--- config.mk ---
export PLATFORM = sky130hd
export DESIGN_NAME = vga_timing
export DESIGN_NICKNAME = d
export VERILOG_FILES = /design/src/rtl/vga_pkg.sv /design/src/rtl/vga_ctrl_delay.sv /design/src/rtl/vga_timing.sv
export SDC_FILE = /design/constraint.sdc
export NUM_CORES = 1
export LEC_CHECK = 0
export ABC_CLOCK_PERIOD_IN_PS = 3920
export CORE_ASPECT_RATIO = 1.2
export CORE_MARGIN = 2
export CORE_UTILIZATION = 40
export CTS_BUF_LIST = sky130_fd_sc_hd__clkbuf_8
export CTS_CLUSTER_SIZE = 16
export DETAILED_ROUTE_END_ITERATION = 10
export PLACE_DENSITY = 0.64
export SLEW_MARGIN = 20
export SYNTH_ARGS = -nofsm -noshare
export SYNTH_HDL_FRONTEND = slang
export SYNTH_SLANG_ARGS = --single-unit
export TNS_END_PERCENT = 30
--- constraint.sdc ---
create_clock -name clk -period 3.92 [get_ports clk]
set_clock_uncertainty 0.05 [all_clocks]
set_input_delay 0.784 -clock clk [delete_from_list [all_inputs] [get_ports clk]]
set_output_delay 0.784 -clock clk [all_outputs]
set_load 0.05 [all_outputs]
--- src/rtl/vga_pkg.sv ---
// Shared constants and types for the VGA display path.
//   - 640x480@60 raster timing (pixels / lines)
//   - Tile geometry of the 80x60-tile, 8x8-pixel framebuffer
//   - vga_ctrl_t: {blank, hs, vs} control bundle carried alongside pixel data
package vga_pkg;

  localparam int unsigned VGA_H_ACTIVE = 640;
  localparam int unsigned VGA_H_FP     = 16;
  localparam int unsigned VGA_H_SYNC   = 96;
  localparam int unsigned VGA_H_BP     = 48;

  localparam int unsigned VGA_V_ACTIVE = 480;
  localparam int unsigned VGA_V_FP     = 10;
  localparam int unsigned VGA_V_SYNC   = 2;
  localparam int unsigned VGA_V_BP     = 33;

  localparam int unsigned TILE_W  = 8;
  localparam int unsigned TILES_X = 80;
  localparam int unsigned TILES_Y = 60;

  // blank uses DAC blank_n sense (1 = visible); hs/vs are active low.
  typedef struct packed {
    logic blank;
    logic hs;
    logic vs;
  } vga_ctrl_t;

  localparam vga_ctrl_t CTRL_RESET = '{blank: 1'b0, hs: 1'b1, vs: 1'b1};

endpackage

--- src/rtl/vga_ctrl_delay.sv ---
// N-stage, enable-gated shift register for the {blank, hs, vs} bundle.
// Ports:
//   clk      in   clock
//   reset_n  in   asynchronous active-low reset; every stage -> CTRL_RESET
//   en       in   advance enable; all stages hold when 0
//   d        in   control bundle entering the first stage
//   q        out  control bundle from the last stage
module vga_ctrl_delay
  import vga_pkg::*;
#(
  parameter int unsigned N = 1
) (
  input  logic      clk,
  input  logic      reset_n,
  input  logic      en,
  input  vga_ctrl_t d,
  output vga_ctrl_t q
);

  vga_ctrl_t stg [N];

  always_ff @(posedge clk or negedge reset_n) begin
    if (!reset_n) begin
      for (int unsigned i = 0; i < N; i++) stg[i] <= CTRL_RESET;
    end else if (en) begin
      stg[0] <= d;
      for (int unsigned i = 1; i < N; i++) stg[i] <= stg[i-1];
    end
  end

  assign q = stg[N-1];

endmodule

--- src/rtl/vga_timing.sv ---
// VGA raster timing generator feeding the tile-to-pixel stage.
// Ports:
//   clk          in   pixel clock
//   reset_n      in   asynchronous active-low reset
//   pix_en       in   counter advance enable; all state holds when 0
//   vga_x        out  current pixel column (0 outside the active area), undelayed
//   vga_y        out  current pixel row (0 outside the active area), undelayed
//   vga_blank    out  1 = visible pixel, delayed PIPE_DLY enabled cycles
//   vga_hs       out  horizontal sync (active low), delayed PIPE_DLY enabled cycles
//   vga_vs       out  vertical sync (active low), delayed PIPE_DLY enabled cycles
//   frame_start  out  pulse while counters read (0,0), undelayed
//   line_start   out  pulse while counters read (0,line<V_ACTIVE), undelayed
module vga_timing
  import vga_pkg::*;
#(
  parameter int unsigned H_ACTIVE = VGA_H_ACTIVE,
  parameter int unsigned H_FP     = VGA_H_FP,
  parameter int unsigned H_SYNC   = VGA_H_SYNC,
  parameter int unsigned H_BP     = VGA_H_BP,
  parameter int unsigned V_ACTIVE = VGA_V_ACTIVE,
  parameter int unsigned V_FP     = VGA_V_FP,
  parameter int unsigned V_SYNC   = VGA_V_SYNC,
  parameter int unsigned V_BP     = VGA_V_BP,
  parameter int unsigned PIPE_DLY = 1
) (
  input  logic       clk,
  input  logic       reset_n,
  input  logic       pix_en,
  output logic [9:0] vga_x,
  output logic [8:0] vga_y,
  output logic       vga_blank,
  output logic       vga_hs,
  output logic       vga_vs,
  output logic       frame_start,
  output logic       line_start
);

  localparam int unsigned H_TOTAL = H_ACTIVE + H_FP + H_SYNC + H_BP;
  localparam int unsigned V_TOTAL = V_ACTIVE + V_FP + V_SYNC + V_BP;

  if (H_ACTIVE == 0 || H_FP == 0 || H_SYNC == 0 || H_BP == 0 ||
      V_ACTIVE == 0 || V_FP == 0 || V_SYNC == 0 || V_BP == 0) begin : g_bad_timing
    $error("vga_timing: timing parameters must be non-zero");
  end
  if (PIPE_DLY < 1 || PIPE_DLY > 4) begin : g_bad_dly
    $error("vga_timing: PIPE_DLY must be in 1..4");
  end
  if (H_TOTAL > 1024 || V_TOTAL > 1024 || V_ACTIVE > 512) begin : g_bad_range
    $error("vga_timing: timing does not fit the counter/output widths");
  end

  localparam logic [9:0] H_ACT      = 10'(H_ACTIVE);
  localparam logic [9:0] H_SYNC_ON  = 10'(H_ACTIVE + H_FP);
  localparam logic [9:0] H_SYNC_OFF = 10'(H_ACTIVE + H_FP + H_SYNC);
  localparam logic [9:0] H_LAST     = 10'(H_TOTAL - 1);
  localparam logic [9:0] V_ACT      = 10'(V_ACTIVE);
  localparam logic [9:0] V_SYNC_ON  = 10'(V_ACTIVE + V_FP);
  localparam logic [9:0] V_SYNC_OFF = 10'(V_ACTIVE + V_FP + V_SYNC);
  localparam logic [9:0] V_LAST     = 10'(V_TOTAL - 1);

  logic [9:0] h_cnt, v_cnt;
  logic [9:0] h_nxt, v_nxt;
  logic       act_h, act_v;
  logic       origin_q, line_q;
  vga_ctrl_t  ctrl_raw, ctrl_dly;

  always_comb begin
    h_nxt = h_cnt + 10'd1;
    v_nxt = v_cnt;
    if (h_cnt == H_LAST) begin
      h_nxt = '0;
      v_nxt = (v_cnt == V_LAST) ? '0 : v_cnt + 10'd1;
    end
  end

  // origin_q/line_q are the pulse decodes registered from the next counter
  // value, so they line up with the counters with no added latency. Their
  // reset value matches the (0,0) reset position, which lets the first
  // enabled cycle after release report frame_start and line_start.
  always_ff @(posedge clk or negedge reset_n) begin
    if (!reset_n) begin
      h_cnt    <= '0;
      v_cnt    <= '0;
      origin_q <= 1'b1;
      line_q   <= 1'b1;
    end else if (pix_en) begin
      h_cnt    <= h_nxt;
      v_cnt    <= v_nxt;
      origin_q <= (h_nxt == '0) && (v_nxt == '0);
      line_q   <= (h_nxt == '0) && (v_nxt < V_ACT);
    end
  end

  always_comb begin
    act_h          = h_cnt < H_ACT;
    act_v          = v_cnt < V_ACT;
    ctrl_raw.blank = act_h & act_v;
    ctrl_raw.hs    = !((h_cnt >= H_SYNC_ON) && (h_cnt < H_SYNC_OFF));
    ctrl_raw.vs    = !((v_cnt >= V_SYNC_ON) && (v_cnt < V_SYNC_OFF));
  end

  assign vga_x = act_h ? h_cnt : '0;
  assign vga_y = act_v ? v_cnt[8:0] : '0;

  // Gating with reset_n forces the pulses inactive as soon as reset asserts,
  // even though the registered decodes sit at their (0,0) reset value.
  assign frame_start = reset_n & pix_en & origin_q;
  assign line_start  = reset_n & pix_en & line_q;

  vga_ctrl_delay #(
    .N(PIPE_DLY)
  ) u_ctrl_delay (
    .clk    (clk),
    .reset_n(reset_n),
    .en     (pix_en),
    .d      (ctrl_raw),
    .q      (ctrl_dly)
  );

  assign vga_blank = ctrl_dly.blank;
  assign vga_hs    = ctrl_dly.hs;
  assign vga_vs    = ctrl_dly.vs;

endmodule

==> results of run 1 <==
-- cells by family (layout without fill, tap and decap cells) --
group,after synthesis,after routing
DFF,25,25
buffers and inverters,28,42
adders and majority gates,4,4
xor gates and xnor gates,10,10
muxes,1,1
and+or+nand+nor,115,115
AOI/OAI and AO/OA,52,52
-- synth_stat cells, drive strengths merged, types with 2 or more instances --
| master | number |
|---|---|
| a2111oi | 2 |
| a21oi | 7 |
| a22oi | 2 |
| a2bb2oi | 2 |
| and2 | 18 |
| and3 | 7 |
| buf | 9 |
| clkbuf | 10 |
| dfrtp | 21 |
| dfstp | 4 |
| ha | 4 |
| inv | 8 |
| nand2 | 29 |
| nand3 | 10 |
| nand4 | 7 |
| nor2 | 23 |
| nor2b | 3 |
| nor3 | 7 |
| nor4b | 2 |
| o21ai | 23 |
| o2bb2ai | 2 |
| o31ai | 5 |
| o41ai | 2 |
| or4 | 2 |
| xnor2 | 7 |
| xor2 | 3 |
-- critical path: cells and delay by family (launching register included) --
family | cells | cell delay, ns
buffers and inverters | 1 | 0.80
AND/OR/NAND/NOR | 4 | 1.03
flip-flops | 1 | 0.48
-- worst max path at each step --
| stage | endpoint | start | depth (start not counted) |
|---|---|---|---|
| final | vga_y[4] | v_cnt[5]$_DFFE_PN0P_ | 5 |
| after global routing | vga_y[7] | v_cnt[5]$_DFFE_PN0P_ | 5 |
| after CTS | vga_y[4] | v_cnt[5]$_DFFE_PN0P_ | 5 |
| after detailed placement | vga_y[4] | v_cnt[5]$_DFFE_PN0P_ | 5 |
| after global placement | vga_y[6] | v_cnt[5]$_DFFE_PN0P_ | 5 |
| after floorplan | vga_y[0] | v_cnt[6]$_DFFE_PN0P_ | 4 |
-- final cells by class --
type                       count  area share
timing repair buffer          29       0.139
inverter                       9      0.0155
sequential                    25       0.290
tap                           58      0.0334
multi-input combinational    182       0.501
clock inverter                 1     0.00173
clock buffer                   3      0.0190
-- metal layers --
| layer | share of wire | vias to the layer above |
|---|---|---|
| met3 | 0.049 | 6 |
| met5 | 0 | - |
| met2 | 0.47 | 54 |
| met1 | 0.46 | 811 |
| li1 | - | 847 |
| met4 | 0.018 | 0 |
-- stage by stage --
stage	setup WS (ns)	instances
after floorplan	1.11	235
after global placement	0.882	303
after detailed placement	0.819	303
after CTS	0.507	307
after global routing	0.346	307
final	0.522	307
-- sequential cells by signal, summed over array words and instances, names as in the netlist --
| name | count |
|---|---|
| h_cnt | 10 |
| v_cnt | 10 |
| u_ctrl_delay.q | 3 |
| line_q | 1 |
| origin_q | 1 |
-- power by group --
| group | leakage, nW | internal [mW] | total, mW | switching (mW) |
|---|---|---|---|---|
| registers | 0.314 | 0.288 | 0.351 | 0.0629 |
| clock network | 0.0269 | 0.0702 | 0.153 | 0.0825 |
| logic | 0.479 | 0.109 | 0.293 | 0.184 |
==> results.txt, run 1 <==
status -> completed
pwr dens -> 366 nW/um^2
M1 GR Usage -> 0.266
Mapped Cells -> 235
synthesized area per cell -> 7.86 um^2
CP cell instances -> and2_1 -> and3_1 -> nor2_1 -> and2_1 -> clkdlybuf4s50_1
Yosys reg bits -> 25
Initial Util -> 0.408
final setup TNS -> 0 ns
sequential area share after synthesis -> 0.341
Arr. time, crit path -> 2.56 ns
Worst R2R Setup Slack -> 1.34 ns
Max clock buf depth -> 2
Setup CP Type -> flop to output pin
post-layout util -> 0.481
detailed-route via count -> 1718
DRC Markers -> 0
CTS Buf Count -> 3
Slew @ Worst Pin -> 0.721 ns
WHS Endpoint -> u_ctrl_delay.q[0]$_DFFE_PN1P_
CP peak stage delay -> 0.80 ns
Die H -> 78.5 um
row count -> 27
Slew Limit Fails -> 0
CP most frequent cell -> and2_1
Post-Route WL -> 4.54 mm
Post-CTS Resized -> 0
post-synthesis simple-gate area fraction -> 0.328
Power Total -> 0.797 mW
final instance area -> 2180 um^2
GRT Max-Usage Layer -> met2
Remaining Overflow, GRT -> 0
DP Wirelength -> 3.22 mm
GR Util met3 -> 0.0201
final setup fails -> 0
adder-cell share of the synthesized area -> 0.0271
worst r2r path cells -> 7
Core Region -> 4530 um^2
achievable frequency -> 294 MHz
Fin Hold WS -> 0.434 ns
CTS tree -> done
critical path fanouts, max -> 10
first-pass GRT wire length -> 7.80 mm
setup repair bufs after CTS -> 0
full die area -> 5180 um^2
post-synthesis compound-gate area fraction -> 0.183
yosys warns -> 0
min Tclk post-route -> 3.40 ns
count of final hold-check violations -> 0
CTS Root Cell -> clkbuf_8
syn_nets -> 242
Hold Path Cell Cnt -> 2
slowest stage cell, crit path -> clkdlybuf4s50_1
Die W -> 66.1 um
initial antenna violation count -> 0
Yosys top cell area share -> 0.284
Area growth syn-to-layout -> 17.7%
Post-synth EDFFs -> 0
register area -> 631 um^2
DR vias/cell -> 5.60
period utilization -> 0.867
Max-slew headroom -> 0.514
DR WL/cell -> 14.8 um
Multi-input gate area -> 1090 um^2
Peak VDD IR -> 174 uV
commonest non-fill, non-tap cell in the layout -> nand2_1
proportion of layout cells with a drive suffix above 1 -> 0.0763
Crit. End Element -> output pin
Post-Syn Area -> 1850 um^2
Post-synth ARST share -> 1.00
dpl cell area -> 2130 um^2
Placer Congestion -> 0.858
grt met2 use -> 0.302
Worst Hold Class -> flop to flop
pin count of the biggest net entering global routing -> 26
largest family of logic cells by synthesized area -> simple AND/OR/NAND/NOR gates
Main synth FF type -> dfrtp_1
most frequent cells in the layout -> 29 x nand2_1, 24 x clkdlybuf4s50_1, 23 x o21ai_0
First-pass DRT Iterations -> 4
hold_buf cts -> 0
Clock Sinks -> 25
Critical Path Start Type -> flop
clock slew seen by the registers of the worst setup and hold paths -> 0.09 ns
# fillers -> 480
Hold Crit Start -> u_ctrl_delay.q[0]$_DFFE_PN1P_
ANT cells -> 0
post-synthesis xor/xnor area fraction -> 0.0474
top cell type by total area after synthesis -> dfrtp_1
WP data required -> 3.09 ns
PortBufs -> 26
Synth area leaders -> dfrtp_1 28%, o21ai_0 6.2%, nand2_1 5.9%
R2R Path End -> origin_q$_DFFE_PN1P_
post-route ant nets -> 0
clk_lat worst skew -> 0.27 ns
via count of the first global-routing pass -> 1623
post-synthesis cell type count -> 52
GR Util All Layers -> 0.190
IO Pins -> 27
Final #Nets -> 257
drt first-iter violations -> 122
Max Cap Viol -> 0
Reg-to-Reg Start -> h_cnt[1]$_DFFE_PN0P_
Leakage Power -> 0.820 nW
RSZ-0062 raised after global routing -> no
mux cell area share after synthesis -> 0.00542
H-Tree Depth -> 1
No activity file was read; power rests on OpenSTA's default activity.
==> inputs of run 2 (changes only) <==
CORE_UTILIZATION = 70   (was 40)
DONT_BUFFER_PORTS = 1   (was not set)
PLACE_DENSITY = 0.88   (was 0.64)
==> run 2 against run 1 <==
Sequential power grew 2%; via count is 1.4% lower; largest cell class unchanged; setup slack better by 0.47 ns; global-route usage grew 11 points; final cell count down 16%; core utilization grew 26 points; total power is 7.3% lower; clock-buffer cell count stayed put; combinational power fell by 22%; first-iteration DRC count is 31% lower; routed wire length fell by 6.2%; die area down 41%.
==> results.txt, run 2 (synthesis gave the netlist of run 1 again) <==
M1 WL -> 1.75 mm (was 2.10 mm)
Critical path buffers and inverters -> 0 (was 1)
initial antenna violation count -> 0 (unchanged)
final setup fails -> 0 (unchanged)
uppermost layer routed -> met4 (unchanged)
count of final hold-check violations -> 0 (unchanged)
setup ws final -> 0.991 ns (was 0.522 ns)
achievable frequency -> 341 MHz (was 294 MHz)
Post-CTS Resized -> 0 (unchanged)
CP most frequent cell -> and2_1 (unchanged)
Die W -> 50.9 um (was 66.1 um)
detailed-route via count -> 1694 (was 1718)
Die H -> 60.3 um (was 78.5 um)
DR WL/cell -> 16.6 um (was 14.8 um)
met3 WL -> 264 um (was 222 um)
clk_lat worst skew -> 0.27 ns (about the same)
Max clock buf depth -> 2 (unchanged)
IO Pins -> 27 (unchanged)
Peak VDD IR -> 315 uV (was 174 uV)
pwr dens -> 395 nW/um^2 (was 366 nW/um^2)
Final Non-Filler Cells -> 257 (was 307)
# fillers -> 196 (was 480)
H-Tree Depth -> 1 (unchanged)
Worst Hold Class -> input pin to async pin (was flop to flop)
cell count after placement -> 253 (was 303)
Comb pwr share -> 0.310 (was 0.368)
proportion of layout cells with a drive suffix above 1 -> 0.0804 (was 0.0763)
DR WL met2 -> 2.11 mm (was 2.14 mm)
Area growth syn-to-layout -> 1.29% (was 17.7%)
critical path fanouts, max -> 10 (unchanged)
drt first-iter violations -> 84 (was 122)
status -> completed (unchanged)
sequential power share -> 0.484 (was 0.440)
post-layout util -> 0.741 (was 0.481)
Post-Route WL -> 4.26 mm (was 4.54 mm)
Crit. End Element -> output pin (unchanged)
DRC Markers -> 0 (unchanged)
PortBufs -> 0 (was 26)
Clock Sinks -> 25 (unchanged)
Leakage Power -> 0.722 nW (was 0.820 nW)
most frequent cells in the layout -> 29 x nand2_1, 23 x o21ai_0, 22 x nor2_1 (was 29 x nand2_1, 24 x clkdlybuf4s50_1, 23 x o21ai_0)
Core Region -> 2530 um^2 (was 4530 um^2)
final setup TNS -> 0 ns (unchanged)
P_int -> 0.419 mW (was 0.468 mW)
period utilization -> 0.747 (was 0.867)
clock share of power -> 0.205 (was 0.192)
Power Total -> 0.739 mW (was 0.797 mW)
Max-slew headroom -> 0.383 (was 0.514)
Placer Congestion -> 0.899 (was 0.858)
CP cell instances -> and2_1 -> and3_1 -> nor2_1 -> and2_1 (was and2_1 -> and3_1 -> nor2_1 -> and2_1 -> clkdlybuf4s50_1)
CTS tree -> done (unchanged)
First-pass DRT Iterations -> 4 (unchanged)
min Tclk post-route -> 2.93 ns (was 3.40 ns)
Max Cap Viol -> 0 (unchanged)
dpl cell area -> 1830 um^2 (was 2130 um^2)
RSZ-0062 raised after global routing -> no (unchanged)
commonest non-fill, non-tap cell in the layout -> nand2_1 (unchanged)
DP Wirelength -> 3.11 mm (was 3.22 mm)
CTS Root Cell -> clkbuf_8 (unchanged)
Fin Hold WS -> 0.146 ns (was 0.434 ns)
clock slew seen by the registers of the worst setup and hold paths -> 0.09 ns (about the same)
Initial Util -> 0.731 (was 0.408)
final instance area -> 1870 um^2 (was 2180 um^2)
Arr. time, crit path -> 2.09 ns (was 2.56 ns)
Net Sw Frac -> 0.433 (was 0.413)
family with the most delay on the worst path -> simple AND/OR/NAND/NOR gates (unchanged)
Slew @ Worst Pin -> 0.924 ns (was 0.721 ns)
Critical Path Start Type -> flop (unchanged)
Final #Nets -> 232 (was 257)
Slew Limit Fails -> 0 (unchanged)
Remaining Overflow, GRT -> 0 (unchanged)
setup repair bufs after CTS -> 0 (unchanged)
Switch Pwr -> 0.320 mW (was 0.329 mW)
dpl ws -> 1.31 ns (was 0.819 ns)
hold_buf cts -> 0 (unchanged)
pin count of the biggest net entering global routing -> 28 (was 26)
first-pass GRT wire length -> 6.93 mm (was 7.80 mm)
DR vias/cell -> 6.59 (was 5.60)
full die area -> 3070 um^2 (was 5180 um^2)
GR Util All Layers -> 0.299 (was 0.190)
Setup CP Type -> flop to output pin (unchanged)
ANT cells -> 0 (unchanged)
slowest stage cell, crit path -> and2_1 (was clkdlybuf4s50_1)
WP data required -> 3.09 ns (about the same)
CP peak stage delay -> 0.51 ns (was 0.80 ns)
row count -> 20 (was 27)
via count of the first global-routing pass -> 1504 (was 1623)
post-route ant nets -> 0 (unchanged)
CTS Buf Count -> 3 (unchanged)
-- run 2: cell count changes in the layout (fill, tap and decap cells not counted) --
| cell | delta |
|---|---|
| buf_12 | -2 |
| buf_4 | +1 |
| clkdlybuf4s50_1 | -24 |
-- run 2: routing by layer --
metal,up-vias,global-route usage
met5,-,0
met4,0,0.178
met3,18,0.0375
met2,94,0.499
met1,781,0.369
li1,801,-
-- run 2: cell type report --
class	count	area [um^2]	area share
Sequential cell	25	631	0.337
Multi-Input combinational cell	182	1090	0.583
Clock inverter	1	3.75	0.00201
Inverter	9	33.8	0.0180
Tap cell	33	41.3	0.0221
Timing Repair Buffer	4	30.0	0.0160
Clock buffer	3	41.3	0.0221
-- run 2: power by group through the flow --
stage	registers, mW	logic, mW	clock network [mW]
2_1_floorplan	0.318	0.251	0
3_3_place_gp	0.355	0.220	0
3_5_place_dp	0.361	0.228	0
4_1_cts	0.356	0.229	0.152
5_1_grt	0.364	0.245	0.160
6_report	0.358	0.229	0.152
-- run 2: path summary, 6_finish.rpt --
| path | startpoint | to | slack, ns | cells past startpoint |
|---|---|---|---|---|
| setup / recovery | v_cnt[5]$_DFFE_PN0P_ | vga_y[3] | 0.99 | 4 |
| hold / removal | reset_n | h_cnt[9]$_DFFE_PN0P_ | 0.15 | 0 |
| setup reg to reg | h_cnt[0]$_DFFE_PN0P_ | origin_q$_DFFE_PN1P_ | 1.37 | 7 |
| hold reg to reg | origin_q$_DFFE_PN1P_ | origin_q$_DFFE_PN1P_ | 0.51 | 1 |
| max in group asynchronous | reset_n | u_ctrl_delay.q[0]$_DFFE_PN1P_ | 3.50 | 0 |
| min in group clk | pix_en | u_ctrl_delay.q[1]$_DFFE_PN1P_ | 0.51 | 1 |
